$ cat src/rtl/instr_queue_if.sv
// Fetch/decode handshake bundle around the instruction queue.
// The queue takes the slave modport; the pipeline side (or a bench) takes master.
interface instr_queue_if #(
  parameter int DATA_WIDTH = 32,
  parameter int DEPTH      = 4
);
  localparam int CW = $clog2(DEPTH) + 1;

  logic                  validF;
  logic [DATA_WIDTH-1:0] instrF;
  logic [DATA_WIDTH-1:0] PCF;
  logic [DATA_WIDTH-1:0] PCPlus4F;
  logic                  readyF;
  logic                  stallD;
  logic                  flushD;
  logic                  validD;
  logic [DATA_WIDTH-1:0] instrD;
  logic [DATA_WIDTH-1:0] PCD;
  logic [DATA_WIDTH-1:0] PCPlus4D;
  logic [CW-1:0]         countQ;

  modport slave (
    input  validF, instrF, PCF, PCPlus4F, stallD, flushD,
    output readyF, validD, instrD, PCD, PCPlus4D, countQ
  );

  modport master (
    output validF, instrF, PCF, PCPlus4F, stallD, flushD,
    input  readyF, validD, instrD, PCD, PCPlus4D, countQ
  );
endinterface

$ cat src/rtl/instr_queue.sv
// Circular FIFO of {instr, PC, PC+4} between fetch and decode.
// Absorbs decode stalls; a taken branch in Execute flushes every queued entry.
module instr_queue #(
  parameter int                    DATA_WIDTH = 32,
  parameter int                    DEPTH      = 4,
  parameter logic [DATA_WIDTH-1:0] NOP        = 32'h00000013
) (
  input  logic          clk,
  input  logic          reset,
  instr_queue_if.slave  q
);
  localparam int AW = $clog2(DEPTH);
  localparam int CW = AW + 1;
  localparam logic [CW-1:0] FULL = CW'(DEPTH);

  logic [DATA_WIDTH-1:0] instr_mem_q [DEPTH];
  logic [DATA_WIDTH-1:0] pc_mem_q    [DEPTH];
  logic [DATA_WIDTH-1:0] pc4_mem_q   [DEPTH];

  logic [AW-1:0] wr_ptr_q, wr_ptr_d;
  logic [AW-1:0] rd_ptr_q, rd_ptr_d;
  logic [CW-1:0] count_q,  count_d;

  logic ready;
  logic valid;
  logic push;
  logic pop;

  // Ready looks only at the registered count, so it never depends on stallD.
  assign ready = (count_q != FULL);
  assign valid = (count_q != '0);
  assign push  = q.validF & ready & ~q.flushD;
  assign pop   = valid & ~q.stallD & ~q.flushD;

  always_comb begin
    wr_ptr_d = wr_ptr_q;
    rd_ptr_d = rd_ptr_q;
    count_d  = count_q;
    if (q.flushD) begin
      wr_ptr_d = '0;
      rd_ptr_d = '0;
      count_d  = '0;
    end else begin
      if (push) wr_ptr_d = wr_ptr_q + AW'(1);
      if (pop)  rd_ptr_d = rd_ptr_q + AW'(1);
      case ({push, pop})
        2'b10:   count_d = count_q + CW'(1);
        2'b01:   count_d = count_q - CW'(1);
        default: count_d = count_q;
      endcase
    end
  end

  always_ff @(posedge clk or negedge reset) begin
    if (!reset) begin
      wr_ptr_q <= '0;
      rd_ptr_q <= '0;
      count_q  <= '0;
    end else begin
      wr_ptr_q <= wr_ptr_d;
      rd_ptr_q <= rd_ptr_d;
      count_q  <= count_d;
    end
  end

  // Payload storage carries no reset; occupancy alone decides what is live.
  always_ff @(posedge clk) begin
    if (push) begin
      instr_mem_q[wr_ptr_q] <= q.instrF;
      pc_mem_q[wr_ptr_q]    <= q.PCF;
      pc4_mem_q[wr_ptr_q]   <= q.PCPlus4F;
    end
  end

  assign q.readyF   = ready;
  assign q.validD   = valid;
  assign q.countQ   = count_q;
  assign q.instrD   = valid ? instr_mem_q[rd_ptr_q] : NOP;
  assign q.PCD      = valid ? pc_mem_q[rd_ptr_q]    : '0;
  assign q.PCPlus4D = valid ? pc4_mem_q[rd_ptr_q]   : '0;
endmodule

$ cat src/flat_wrapper.sv
// flat-port wrapper written by rule: the top's interface ports become plain ports
module instr_queue_flat 
#(
  parameter int                    DATA_WIDTH = 32,
  parameter int                    DEPTH      = 4,
  parameter logic [DATA_WIDTH-1:0] NOP        = 32'h00000013
)
  (clk, reset, q_validF, q_instrF, q_PCF, q_PCPlus4F, q_stallD, q_flushD, q_readyF, q_validD, q_instrD, q_PCD, q_PCPlus4D, q_countQ);
  instr_queue_if #(.DATA_WIDTH(DATA_WIDTH), .DEPTH(DEPTH)) q_i ();
  input  logic clk;
  input  logic reset;
  input wire logic [$bits(q_i.validF)-1:0] q_validF;
  input wire logic [$bits(q_i.instrF)-1:0] q_instrF;
  input wire logic [$bits(q_i.PCF)-1:0] q_PCF;
  input wire logic [$bits(q_i.PCPlus4F)-1:0] q_PCPlus4F;
  input wire logic [$bits(q_i.stallD)-1:0] q_stallD;
  input wire logic [$bits(q_i.flushD)-1:0] q_flushD;
  output wire logic [$bits(q_i.readyF)-1:0] q_readyF;
  output wire logic [$bits(q_i.validD)-1:0] q_validD;
  output wire logic [$bits(q_i.instrD)-1:0] q_instrD;
  output wire logic [$bits(q_i.PCD)-1:0] q_PCD;
  output wire logic [$bits(q_i.PCPlus4D)-1:0] q_PCPlus4D;
  output wire logic [$bits(q_i.countQ)-1:0] q_countQ;
  assign q_i.validF = q_validF;
  assign q_i.instrF = q_instrF;
  assign q_i.PCF = q_PCF;
  assign q_i.PCPlus4F = q_PCPlus4F;
  assign q_i.stallD = q_stallD;
  assign q_i.flushD = q_flushD;
  assign q_readyF = q_i.readyF;
  assign q_validD = q_i.validD;
  assign q_instrD = q_i.instrD;
  assign q_PCD = q_i.PCD;
  assign q_PCPlus4D = q_i.PCPlus4D;
  assign q_countQ = q_i.countQ;
  instr_queue #(.DATA_WIDTH(DATA_WIDTH), .DEPTH(DEPTH), .NOP(NOP)) u_core (.clk(clk), .reset(reset), .q(q_i));
endmodule
$ cat config.mk
export PLATFORM = sky130hd
export DESIGN_NAME = instr_queue_flat
export DESIGN_NICKNAME = d
export VERILOG_FILES = /design/src/rtl/instr_queue_if.sv /design/src/rtl/instr_queue.sv /design/src/flat_wrapper.sv
export SDC_FILE = /design/constraint.sdc
export NUM_CORES = 1
export LEC_CHECK = 0
export BUFFER_PORTS_ARGS = -buffer_cell sky130_fd_sc_hd__buf_2
export CAP_MARGIN = 25
export CORE_ASPECT_RATIO = 2
export CORE_MARGIN = 4
export CORE_UTILIZATION = 35
export DETAILED_ROUTE_END_ITERATION = 12
export PLACE_DENSITY = 0.5
export SLEW_MARGIN = 20
export SYNTH_ARGS = -nofsm -noshare
export SYNTH_HDL_FRONTEND = slang
export SYNTH_SLANG_ARGS = --single-unit
$ cat constraint.sdc
create_clock -name clk -period 7.01 [get_ports clk]
set_input_delay 0.3505 -clock clk [delete_from_list [all_inputs] [get_ports clk]]
set_output_delay 0.3505 -clock clk [all_outputs]
set_load 0.1 [all_outputs]
---- After elaboration in Yosys (flattened, before gate mapping) ----
Memory sizes are Yosys's and may differ from the RTL's.
Index checks and enable logic that the tools add are counted.
storage, ports and cells
  bits in latches ......................... 0
  memory bits (writable) .................. 384
  register bits after elaboration ......... 7
  ROM bits ................................ 0
  memories kept ........................... 3
  logic and storage cells ................. 34
  input port bits ......................... 101
  output and inout port bits .............. 101
memory list
  name                words  bits a word  rd ports  clocked after Yosys merged registers in  write ports  RTL line           RTL
  u_core.instr_mem_q  4      32           1         0                                        1            instr_queue.sv:16  logic [DATA_WIDTH-1:0] instr_mem_q [DEPTH];
  u_core.pc4_mem_q    4      32           1         0                                        1            instr_queue.sv:18  logic [DATA_WIDTH-1:0] pc4_mem_q [DEPTH];
  u_core.pc_mem_q     4      32           1         0                                        1            instr_queue.sv:17  logic [DATA_WIDTH-1:0] pc_mem_q [DEPTH];
cells by class
  divide/modulo/power cells ............... 0
  mux-type cells .......................... 11
  multipliers ............................. 0
  reductions and logical operators ........ 4
  $add $sub $neg .......................... 4
  $lt $le $gt $ge ......................... 0
  shift-type cells ........................ 0
  equality and inequality tests ........... 3
  bitwise gates (word level) .............. 6
operators by type and width
  operator                                                               number
  32-bit 2-to-1 mux                                                      3
  2-bit 2-to-1 mux                                                       4
  3-bit one-hot mux with 2 select lines                                  1
  3-bit nonzero test                                                     2
  2-bit by 1-bit adder with 2-bit output, second input constant          2
  1-bit AND                                                              4
  2-bit nonzero test                                                     2
  3-bit by 1-bit adder with 3-bit output, second input constant          1
  3-bit 2-to-1 mux                                                       1
  3-bit inequality test, second input constant                           1
  3-bit by 1-bit subtractor with 3-bit output, second input constant     1
  2-bit by 1-bit equality test with 1-bit output, second input constant  1
  2-bit equality test, second input constant                             1
  1-bit 2-to-1 mux                                                       2
  1-bit inverter                                                         2

---- Depth between registers and ports, before layout ----
Gate-level depths: netlist of the first run.
  depth after elaboration ................. 6
  mapped depth ............................ 9
  mapped depth without buffers ............ 8

---- Worst setup path before layout of the first run ----
No wires, ideal clock.
  path type ............................... register to register
  start ................................... register u_core.count_q[1], in the netlist u_core.q.countQ[1]
  end ..................................... memory u_core.instr_mem_q[0][0], enable pin
  path slack .............................. 2162 ps
  data arrival time ....................... 4382 ps
  cell stages (with the launch flop) ...... 6
  library setup time ...................... 466 ps
  buffers on the path ..................... 1
  cells stage by stage .................... dfrtp_1 > clkbuf_2 > or3b_2 > nand2_1 > nor2_1 > and2_1
between the ends
  word-level cells in the longest chain between the ends .. 5
RTL lines
  element                                 RTL line            RTL
  from (decl)                             instr_queue.sv:22   logic [CW-1:0] count_q, count_d;
  from (signal assigned)                  instr_queue.sv:62   count_q <= count_d;
  3-bit inequality test                   instr_queue.sv:30   assign ready = (count_q != FULL);
  named net q_readyF                      flat_wrapper.sv:18  output wire logic [$bits(q_i.readyF)-1:0] q_readyF;
  1-bit AND (2 in a row)                  instr_queue.sv:32   assign push = q.validF & ready & ~q.flushD;
  1-bit 2-to-1 mux                        instr_queue.sv:68   if (push) begin
  1-bit 2-to-1 mux (implied by the code)  instr_queue.sv:69   instr_mem_q[wr_ptr_q] <= q.instrF;
  to (decl)                               instr_queue.sv:16
The timed path passes the listed nets, and every way through them passes these cells.

---- Worst setup path in the final report of the first run ----
  start ................................... register u_core.rd_ptr_q[1]
  end ..................................... output port q_PCPlus4D[14]
between the ends
  word-level cells in the longest chain between the ends .. 2
RTL lines
  element                 RTL line            RTL
  from (decl)             instr_queue.sv:21   logic [AW-1:0] rd_ptr_q, rd_ptr_d;
  from (signal assigned)  instr_queue.sv:61   rd_ptr_q <= rd_ptr_d;
  memory read 4 x 32 bit  --
  32-bit 2-to-1 mux       instr_queue.sv:80   assign q.PCPlus4D = valid ? pc4_mem_q[rd_ptr_q] : '0;
  to (decl)               flat_wrapper.sv:22  output wire logic [$bits(q_i.PCPlus4D)-1:0] q_PCPlus4D;
No other way between the ends.

==> impl_results.md, run 1 <==
* Footprint of the multi-input gates at about 0.0031 sq mm
* Flops & latches, synth at 391
* Status: finished, final reports clean
* Crit path kind: flop to output port
* Hpwl dp at 18.67 mm
* Leakage Power at 5.904 nW
* Ys async rst share at 1.790%
* Count of max-cap constraint violations at 0
* DIE AREA at between 0.04 and 0.05 sq mm
* Sequential Area at between 0.01 and 0.015 sq mm
* Largest net degree at the start of global routing at 55
* Final worst path period share at about 52%
* Worst EP arrival at roughly 3300 ps
* Hold Vio Cnt, Final at 0
* Pre-CTS setup slack at 3810 ps
* Die height at about 300 um
* Starting Density at 35.28%
* Worst EP required at ~6700 ps
* Sequential share of the synthesized area at around 80%
* Avg WL per Cell at 22.03 um
* Min cycle time layout at around 3600 ps
* Pwr per Cell Area at around 350 mW/mm^2
* Reg2Reg Setup Slack at around 4000 ps
* DRC at 0
* First-pass DRT Iterations at 4
* Post-Syn Instances at about 680
* Syn Nets at between 700 and 800
* Post-route worst setup slack at about 3400 ps
* Wire length of the first global-routing pass at 49.29 mm
* Avg Synthesized Cell Area at ~22 sq um
* GRT Util Overall at between 10% and 20%
* Slew HR at a little over two fifths
* Initial antenna violation count at 2
* Distinct cells, synth at 33
* Count of final max-slew check failures at 0
* VDD IR max at between 0.0002 and 0.0003 V
* Port buffer count at around 200
* Number of fill cells at 3821
* Hold Path Class: primary input to flop
* Hold path cells at 1
* Cell row count at between 100 and 150
* Max Clk Rate at between 200 and 300 MHz
* Antenna Violating Nets Remaining at 0
* Core Area at approximately 0.043 sq mm
* Post-Synthesis Cell Area at 0.01502 sq mm
* Die width at ~150 um
* Clk pin slew, worst setup/hold paths at 60 ps
* Main flop type after synthesis: edfxtp_1
* CTS resizes at 0
* Worst Tran Pin Value at slightly below 900 ps
* Worst Path Max Fanout at 50
* Number of flops mapped to enable cells by yosys at around 380
* CTS Buf Count at 36
* Post-CTS setup buffers at 0
* Hold slack final at approximately 47 ps
* # IOs at roughly 200
* Final setup viols at 0
* GR Overflow Total at 0
* Yosys Warn Count at 0
* Final Power at about 6.2 mW
* Layout cells sized above 1 at roughly two fifths
* Nets at roughly 1000
* CTS tree: built
* Final WL at between 30 and 40 mm
* Detailed-route via count at 7166
* 1st-iter DRT viols at 376
* RSZ-0062 raised after global routing: no
* Worst-case reg-to-reg path depth at 5
* Clk buf depth at 3
* P&R area growth vs syn at 17.96%
* CP Launch Type: flop
* Global placement routability congestion at between 0.6 and 0.7
* Clock Sinks at 391
* Vias in the first global route at 7948
* Worst clock skew at ~13 ps
* Htree depth at 2
* Setup TNS Final at 0 ps
* Worst-skew pair later-pin latency at slightly above 500 ps
* Root Buffer: clkbuf_16
* Vias/cell at 4.915
* Setup crit end kind: output port
[cell type report]
class	instances	area share [%]
Multi-Input combinational cell	244	17.61
Clock inverter	10	0.4025
Timing Repair Buffer	212	6.229
Clock buffer	49	5.650
Antenna cell	1	0.01412
Sequential cell	391	66.12
Inverter	6	0.1271
Tap cell	545	3.849
[repair_timing]
| item | 4_1_cts | 5_1_grt |
|---|---|---|
| hold buffers | 1 | 0 |
| hold endpoints to repair | 7 | 0 |
| endpoints found under the setup margin | 0 | 0 |
[registers in the layout, summed over array words and instances, names as in the netlist]
| register | count |
|---|---|
| u_core.pc4_mem_q | 128 |
| u_core.q.countQ | 3 |
| u_core.instr_mem_q | 128 |
| u_core.pc_mem_q | 128 |
| u_core.rd_ptr_q | 2 |
| u_core.wr_ptr_q | 2 |
[layout by cell type, fill, tap and decap left out, drive strengths merged]
master,instances
nand2b,1
nor3,2
bufinv,1
clkbuf,49
xnor2,2
dfrtp,7
a311oi,1
and2,4
a21o,1
nand3,1
clkinv,9
nor3b,1
a21oi,4
diode,1
nor2b,94
buf,211
or2,4
nand2,6
o21ai,5
or3b,1
nor2,5
and3b,1
inv,6
dlygate4sd3,1
a2111oi,1
fa,1
mux4,96
nor4,1
a31oi,4
or3,1
nand3b,2
edfxtp,384
ha,4
o21a,1
[final timing paths]
check                                               end          startpoint
worst min-delay path            u_core.pc4_mem_q[3][10]      q_PCPlus4F[10]
min in group asynchronous            u_core.rd_ptr_q[0]               reset
worst max register to register  u_core.pc4_mem_q[2][15]  u_core.q.countQ[1]
worst max-delay path                     q_PCPlus4D[14]  u_core.rd_ptr_q[1]
max in group asynchronous            u_core.rd_ptr_q[1]               reset
worst min register to register       u_core.wr_ptr_q[1]  u_core.wr_ptr_q[1]
[worst max-delay path: stages, from the launching register on]
cell	delay, ps
dfrtp_4	950
buf_4	780
mux4_2	330
nor2b_1	190
buf_2	460
[cell families after synthesis]
group / count (synthesis) / share of synthesized area, %
muxes: 96 / 14.40
buffers and inverters: 44 / 1.383
and+or+nand+nor: 124 / 5.015
AOI/OAI and AO/OA: 17 / 0.6831
adders and majority gates: 5 / 0.4665
DFF: 391 / 77.94
xor gates and xnor gates: 2 / 0.1166
[Yosys cell counts, types with 2 or more instances]
| cell | instances | area [sq um] |
|---|---|---|
| a21oi_1 | 4 | 20.02 |
| edfxtp_1 | 384 | 11530 |
| a31oi_1 | 4 | 25.02 |
| buf_2 | 15 | 75.07 |
| o21ai_0 | 5 | 25.02 |
| and2_1 | 4 | 25.02 |
| nor2b_1 | 94 | 588.1 |
| inv_1 | 6 | 22.52 |
| buf_6 | 3 | 33.78 |
| nor2_1 | 5 | 18.77 |
| mux4_2 | 96 | 2162 |
| nand3b_1 | 2 | 15.01 |
| or2_1 | 3 | 18.77 |
| clkbuf_1 | 19 | 71.32 |
| ha_1 | 4 | 50.05 |
| xnor2_1 | 2 | 17.52 |
| nor3_1 | 2 | 10.01 |
| nand2_1 | 6 | 22.52 |
| dfrtp_1 | 7 | 175.2 |
[per-layer routing]
metal	share of wire, %	global-route usage [%]	up-vias	wire [um]
met5	0	0	-	0
met4	2.8	4.799	0	910
met3	4.8	2.589	45	1548
met2	54	25.28	201	17220
met1	39	16.60	3755	12440
li1	-	-	3165	-
[stage by stage]
stage	utilization, %	cells	instance area [sq um]
after floorplan	-	679	15020
after global placement	39.02	1396	16610
after detailed placement	39.02	1396	16610
after CTS	41.56	1456	17690
after global routing	41.61	1457	17710
final	41.62	1458	17720
[where the power goes]
group | internal, mW | total, mW | switching (mW)
combinational | 0.339 | 1.70 | 1.36
clock | 1.03 | 1.83 | 0.794
sequential | 2.66 | 2.70 | 0.0379
Power figures use the tool's default switching activity.
==> inputs of run 2 (changes only) <==
ABC_AREA = 1   (was not set)
clock period = 3.7 ns   (was 7.01 ns; I/O delays follow)
==> impl_results.md, run 2 <==
* Cell row count at 108 (+0.93%)
* CP Launch Type: flop
* Post-Syn Instances at 1194 (+76%)
* Largest area contributor in the netlist: edfxtp_1
* Crit path from: u_core.q.countQ[2]
* CTS resizes at 0 (unchanged)
* Final setup viols at 0 (unchanged)
* Syn Nets at 1300 (+66%)
* Avg Synthesized Cell Area at 12.86 sq um (-42%)
* Worst r2r src: u_core.q.countQ[0]
* Most frequent cells in the layout: nor2_1, edfxtp_1, buf_2, o21ai_0, dlygate4sd3_1
* # IOs at 202 (unchanged)
* Delay of the slowest cell on the worst path at 670 ps (-280 ps)
* Slew HR at 43.04% (+1.2 points)
* Synth top cells by count: nor2_1, edfxtp_1, o21ai_0
* Max Clk Rate at about 290 MHz
* CTS tree: built
* First-pass DRT Iterations at 5 (+1)
* P&R area growth vs syn at 24.41%
* Initial antenna violation count at 2 (unchanged)
* Setup TNS Final at 0 ps (unchanged)
* Core Area at 0.04338 sq mm (+1.9%)
* WL met2 at 21.40 mm (+24%)
* Largest registers: u_core.instr_mem_q: 128 flops, u_core.pc4_mem_q: 128 flops, u_core.pc_mem_q: 128 flops
* Port buffer count at 201 (unchanged)
* Uppermost layer routed: met5
* 1st-iter DRT viols at 578 (+54%)
* DIE AREA at 0.04749 sq mm (+2.1%)
* Flops & latches, synth at 391 (unchanged)
* Top post-synthesis cells by area: edfxtp_1, nor2_1, o21ai_0
* Main flop type after synthesis: edfxtp_1
* GRT Util Overall at 16.47% (+2.5 points)
* Sequential share of the synthesized area at 76.24% (-1.7 points)
* Final WL at 39.89 mm (+24%)
* Crit path kind: flop to output port
* Starting Density at 35.40% (+0.12 points)
* Die height at 304.2 um (+1.1%)
* Final worst path period share at about 90%
* Count of max-cap constraint violations at 0 (unchanged)
* Wire length of the first global-routing pass at 60.44 mm (+23%)
* Vias/cell at 4.879 (-0.74%)
* Critical-path top delay cell: clkinv_2
* Detailed-route via count at 10040 (+40%)
* Vias in the first global route at 10290 (+29%)
* Clk pin slew, worst setup/hold paths at 70 ps (about the same)
* Clk buf depth at 3 (unchanged)
* GR Overflow Total at 0 (unchanged)
* Buf+Inv Stages, Crit Path at 4 (+2)
* Worst Tran Pin Value at 853.4 ps (-19.26 ps)
* Worst Path Max Fanout at 38 (-24%)
* Ys async rst share at 1.790% (unchanged)
* Commonest non-fill, non-tap cell in the layout: nor2_1
* RSZ-0062 raised after global routing: no
* Hold Vio Cnt, Final at 0 (unchanged)
* Min cycle time layout at approximately 3400 ps
* Clock Sinks at 391 (unchanged)
* Setup crit end kind: output port
* Largest net degree at the start of global routing at 95 (+73%)
* Distinct cells, synth at 25 (-24%)
* Yosys Warn Count at 0 (unchanged)
* Nets at 1587 (+59%)
* Worst EP arrival at 3230 ps (-60 ps)
* Hold slack final at 40.63 ps (-5.926 ps)
* DR WL met3 at 1.605 mm (+3.7%)
* Count of final max-slew check failures at 0 (unchanged)
* Post-route met1 wirelength at 15.71 mm (+26%)
* Hold Path Class: primary input to async pin
* Antenna Violating Nets Remaining at 0 (unchanged)
* Worst EP required at 3510 ps (-3150 ps)
* Root Buffer: clkbuf_16
* Die width at 156.1 um (+1.1%)
* Worst clock skew at 17.17 ps (+3.789 ps)
* Crit path cell chain: inv_2 > nand2_4 > clkinv_2 > buf_4 > a21oi_1 > buf_2
* Count leader, synth: nor2_1
* Avg WL per Cell at 19.38 um (-12%)
* Synth top area share at 75.10% (-1.7 points)
* Layout cells sized above 1 at 19.44% (-20 points)
* Status: finished, final reports clean
* Post-Synthesis Cell Area at 0.01535 sq mm (+2.2%)
* Htree depth at 2 (unchanged)
* DRC at 0 (unchanged)
* CP top delay family: buffers and inverters
* CTS Buf Count at 37 (+2.8%)
* Hpwl dp at 23.43 mm (+26%)
* Worst-skew pair later-pin latency at 520 ps (about the same)
* Global placement routability congestion at 0.7589 (+14%)
* Number of flops mapped to enable cells by yosys at 384 (unchanged)
==> run 2: cell count changes after synthesis, moves of 11 or more <==
cell      previous run  this run
nand2_1              6        17
nor2_1               5       389
nor2b_1             94         0
clkbuf_2             1        15
mux4_2              96         0
o21ai_1              0        33
buf_4                0        23
o21ai_0              5       160
a21oi_1              4        96
==> run 2: worst paths after layout <==
| path | endpoint | slack, ps | depth (start not counted) |
|---|---|---|---|
| worst min-delay path | u_core.wr_ptr_q[1] | 40 | 2 |
| worst max-delay path | q_PCD[31] | 280 | 6 |
| min in group clk | u_core.wr_ptr_q[1] | 70 | 4 |
| worst max register to register | u_core.pc_mem_q[0][22] | 1160 | 7 |
| max in group asynchronous | u_core.rd_ptr_q[1] | 3450 | 2 |
| worst min register to register | u_core.q.countQ[0] | 560 | 1 |
==> run 2: stage by stage <==
step                std cells  utilization (%)  area (sq um)  setup WS (ps)
finish                   2058            44.04         19100          282.1
global route             2057            44.03         19100          69.53
CTS                      2057            44.03         19100          157.3
detailed placement       1893            39.03         16930          730.7
global placement         1893            39.03         16930          819.7
floorplan                1194                -         15390          105.1
==> run 2: cell type report <==
class,count,area (sq um)
Timing Repair Buffer,322,2275
Sequential cell,391,11720
Inverter,16,66.31
Clock inverter,16,176.4
Clock buffer,49,1001
Tap cell,550,688.2
Fill cell,3999,24270
Multi-Input combinational cell,713,3177
Antenna cell,1,2.502
==> run 2: cell families (layout without fill, tap and decap cells) <==
| kind of cell | Yosys count | count (layout) | share of synthesized area, % |
|---|---|---|---|
| buffers and inverters | 90 | 403 | 3.300 |
| adders and majority gates | 5 | 5 | 0.4563 |
| AOI/OAI and AO/OA | 293 | 293 | 9.648 |
| other | 0 | 1 | 0 |
| DFF | 391 | 391 | 76.24 |
| and+or+nand+nor | 414 | 414 | 10.30 |
| xor gates and xnor gates | 1 | 1 | 0.05705 |
==> run 2: what timing repair did <==
| action | 4_1_cts | 5_1_grt |
|---|---|---|
| hold buffers | 99 | 0 |
| buffers inserted | 0 | 0 |
| hold endpoints to repair | 394 | 0 |
==> run 2: per-layer routing <==
metal  vias to the layer above  track usage (%)
met5                         -                0
met3                        63            2.149
li1                       4804                -
met2                       235            30.22
met4                         2            5.434
met1                      4936            19.66
Power of run 2 is not shown: default switching activity piles up to over one toggle a cycle in this logic, so the estimate is an artifact.
==> inputs of run 3 (changes only) <==
REMOVE_ABC_BUFFERS = 1   (was not set)
==> impl_results.md, run 3 (synthesis gave the netlist of run 2 again) <==
* Status: finished, final reports clean
* Worst Tran Pin Value at 987.2 ps (+133.9 ps)
* Hold slack final at 24.09 ps (-16.54 ps)
* Die height at 304.2 um (unchanged)
* Count of max-cap constraint violations at 0 (unchanged)
* Met1 Use GR at 18.52% (-1.1 points)
* Diode count at 0 (-1)
* 1st-iter DRT viols at 482 (-17%)
* Reg2Reg Setup Slack at 1310 ps (+150 ps)
* Design area at 0.01920 sq mm (+0.50%)
* Starting Density at 35.40% (unchanged)
* Final setup viols at 0 (unchanged)
* Port buffer count at 201 (unchanged)
* Global placement routability congestion at 0.7517 (-0.95%)
* Vias/cell at 4.818 (-1.2%)
* GRT Util Overall at 16.17% (-0.30 points)
* GRT met3 Usage at 2.305% (+0.16 points)
* Met2 Track Usage GR at 30.68% (+0.46 points)
* Clk buf depth at 3 (unchanged)
* Detailed-route via count at 9958 (-0.82%)
* RSZ-0062 raised after global routing: no
* Hold Vio Cnt, Final at 0 (unchanged)
* Non-Filler Instances at 2067 (+0.44%)
* Final core occ at 44.26% (+0.22 points)
* Antenna Violating Nets Remaining at 0 (unchanged)
* Hold Crit Endpoint: u_core.rd_ptr_q[1]
* Hold Path Class: primary input to flop
* Worst EP arrival at 3040 ps (-190 ps)
* Final worst path period share at 87.14% (-5.2 points)
* Worst-case reg-to-reg path depth at 7 (unchanged)
* Clk pin slew, worst setup/hold paths at 70 ps (about the same)
* Hpwl dp at 23.06 mm (-1.6%)
* Worst Path Max Fanout at 46 (+21%)
* Core Area at 0.04338 sq mm (unchanged)
* DRC at 0 (unchanged)
* Area after DPL at 0.01704 sq mm (+0.67%)
* Nets at 1597 (+0.63%)
* Wire length of the first global-routing pass at 59.66 mm (-1.3%)
* Hold path start: q_stallD
* Hold path cells at 4
* Count of final max-slew check failures at 0 (unchanged)
* Most frequent cells in the layout: nor2_1, edfxtp_1, buf_2, o21ai_0, dlygate4sd3_1
* DIE AREA at 0.04749 sq mm (unchanged)
* Post-CTS setup buffers at 0 (unchanged)
* Layout cells sized above 1 at 19.91% (+0.47 points)
* CTS Buf Count at 37 (unchanged)
* Top Usage Layer GRT: met2
* GR Overflow Total at 0 (unchanged)
* Worst clock skew at 12.20 ps (-4.971 ps)
* Slew HR at 34.19% (-8.9 points)
* R2R Path End: u_core.pc4_mem_q[3][2]
* Largest net degree at the start of global routing at 83 (-13%)
* Commonest non-fill, non-tap cell in the layout: nor2_1
* Vias in the first global route at 10340 (+0.44%)
* First-pass DRT Iterations at 6 (+1)
* Worst r2r src: u_core.q.countQ[0]
* Final WL at 39.14 mm (-1.9%)
* P&R area growth vs syn at 25.03%
* Buf+Inv Stages, Crit Path at 3 (-1)
* Initial antenna violation count at 2 (unchanged)
* CTS tree: built
* Avg WL per Cell at 18.94 um (-2.3%)
* Crit path kind: flop to output port
* Cell row count at 108 (unchanged)
* Crit path cell chain: nor2_4 > nand2_4 > clkinv_2 > buf_4 > a21oi_1 > buf_2
* Min cycle time layout at 3224 ps (-193.8 ps)
* CP Launch Type: flop
* Root Buffer: clkbuf_16
* Post-placement cell count at 1904 (+0.58%)
* Worst EP required at 3510 ps (about the same)
* Die width at 156.1 um (unchanged)
* Htree depth at 2 (unchanged)
* Largest registers: u_core.instr_mem_q: 128 flops, u_core.pc4_mem_q: 128 flops, u_core.pc_mem_q: 128 flops
* Worst-skew pair later-pin latency at 530 ps (about the same)
* Clock Sinks at 391 (unchanged)
* Setup crit end kind: output port
* Critical-path top delay cell: buf_4
* Max Clk Rate at 310.2 MHz (+6.0%)
* # IOs at 202 (unchanged)
* Delay of the slowest cell on the worst path at 510 ps (-160 ps)
* CP top delay family: buffers and inverters
run 3: cell count changes in the layout (fill, tap and decap cells not counted), sizes merged:
cell / before / now
buf: 223 / 234
bufinv: 4 / 3
clkbuf: 49 / 44
clkinv: 12 / 18
diode: 1 / 0
dlygate4sd3: 99 / 98
run 3: repair_timing:
action                                  in CTS  in global routing
resized for setup                            0                  0
hold buffers                                98                  0
endpoints found under the setup margin       0                  0
hold endpoints to repair                   395                  0
run 3: tightest hold or removal path: stages:
cell     delay [ps]
buf_2           110
a21oi_2          50
nand2_1          90
a21oi_1          70
run 3: layout make-up:
| type | count | area [sq um] |
|---|---|---|
| Fill cell | 3970 | 24180 |
| Timing Repair Buffer | 332 | 2385 |
| Sequential cell | 391 | 11710 |
| Clock inverter | 21 | 178.9 |
| Multi-Input combinational cell | 713 | 3172 |
| Clock buffer | 44 | 994.7 |
| Inverter | 16 | 66.31 |
| Tap cell | 550 | 688.2 |
run 3: how the worst max path moves through the flow:
| stage | start | end | cells after the start |
|---|---|---|---|
| 6_report | u_core.q.countQ[0] | q_instrD[27] | 6 |
| 5_1_grt | u_core.q.countQ[2] | q_instrD[27] | 6 |
| 4_1_cts | u_core.q.countQ[0] | q_instrD[27] | 6 |
| 3_5_place_dp | u_core.q.countQ[0] | q_instrD[27] | 6 |
| 3_3_place_gp | u_core.q.countQ[0] | q_instrD[27] | 6 |
| 2_1_floorplan | u_core.rd_ptr_q[0] | q_instrD[0] | 5 |
run 3: routing by layer:
metal	part of all wire [%]	vias up
met5	0.054	-
met4	2.1	4
met3	3.7	53
met2	55	206
met1	39	4878
li1	-	4817
run 3: per-stage QoR:
step,setup WS (ps),setup TNS (ps)
final,475.9,0
after global routing,283.5,0
after CTS,345.9,0
after detailed placement,929.9,0
after global placement,962.3,0
after floorplan,-3154,-1352130
Power of run 3 is left out for the same reason.
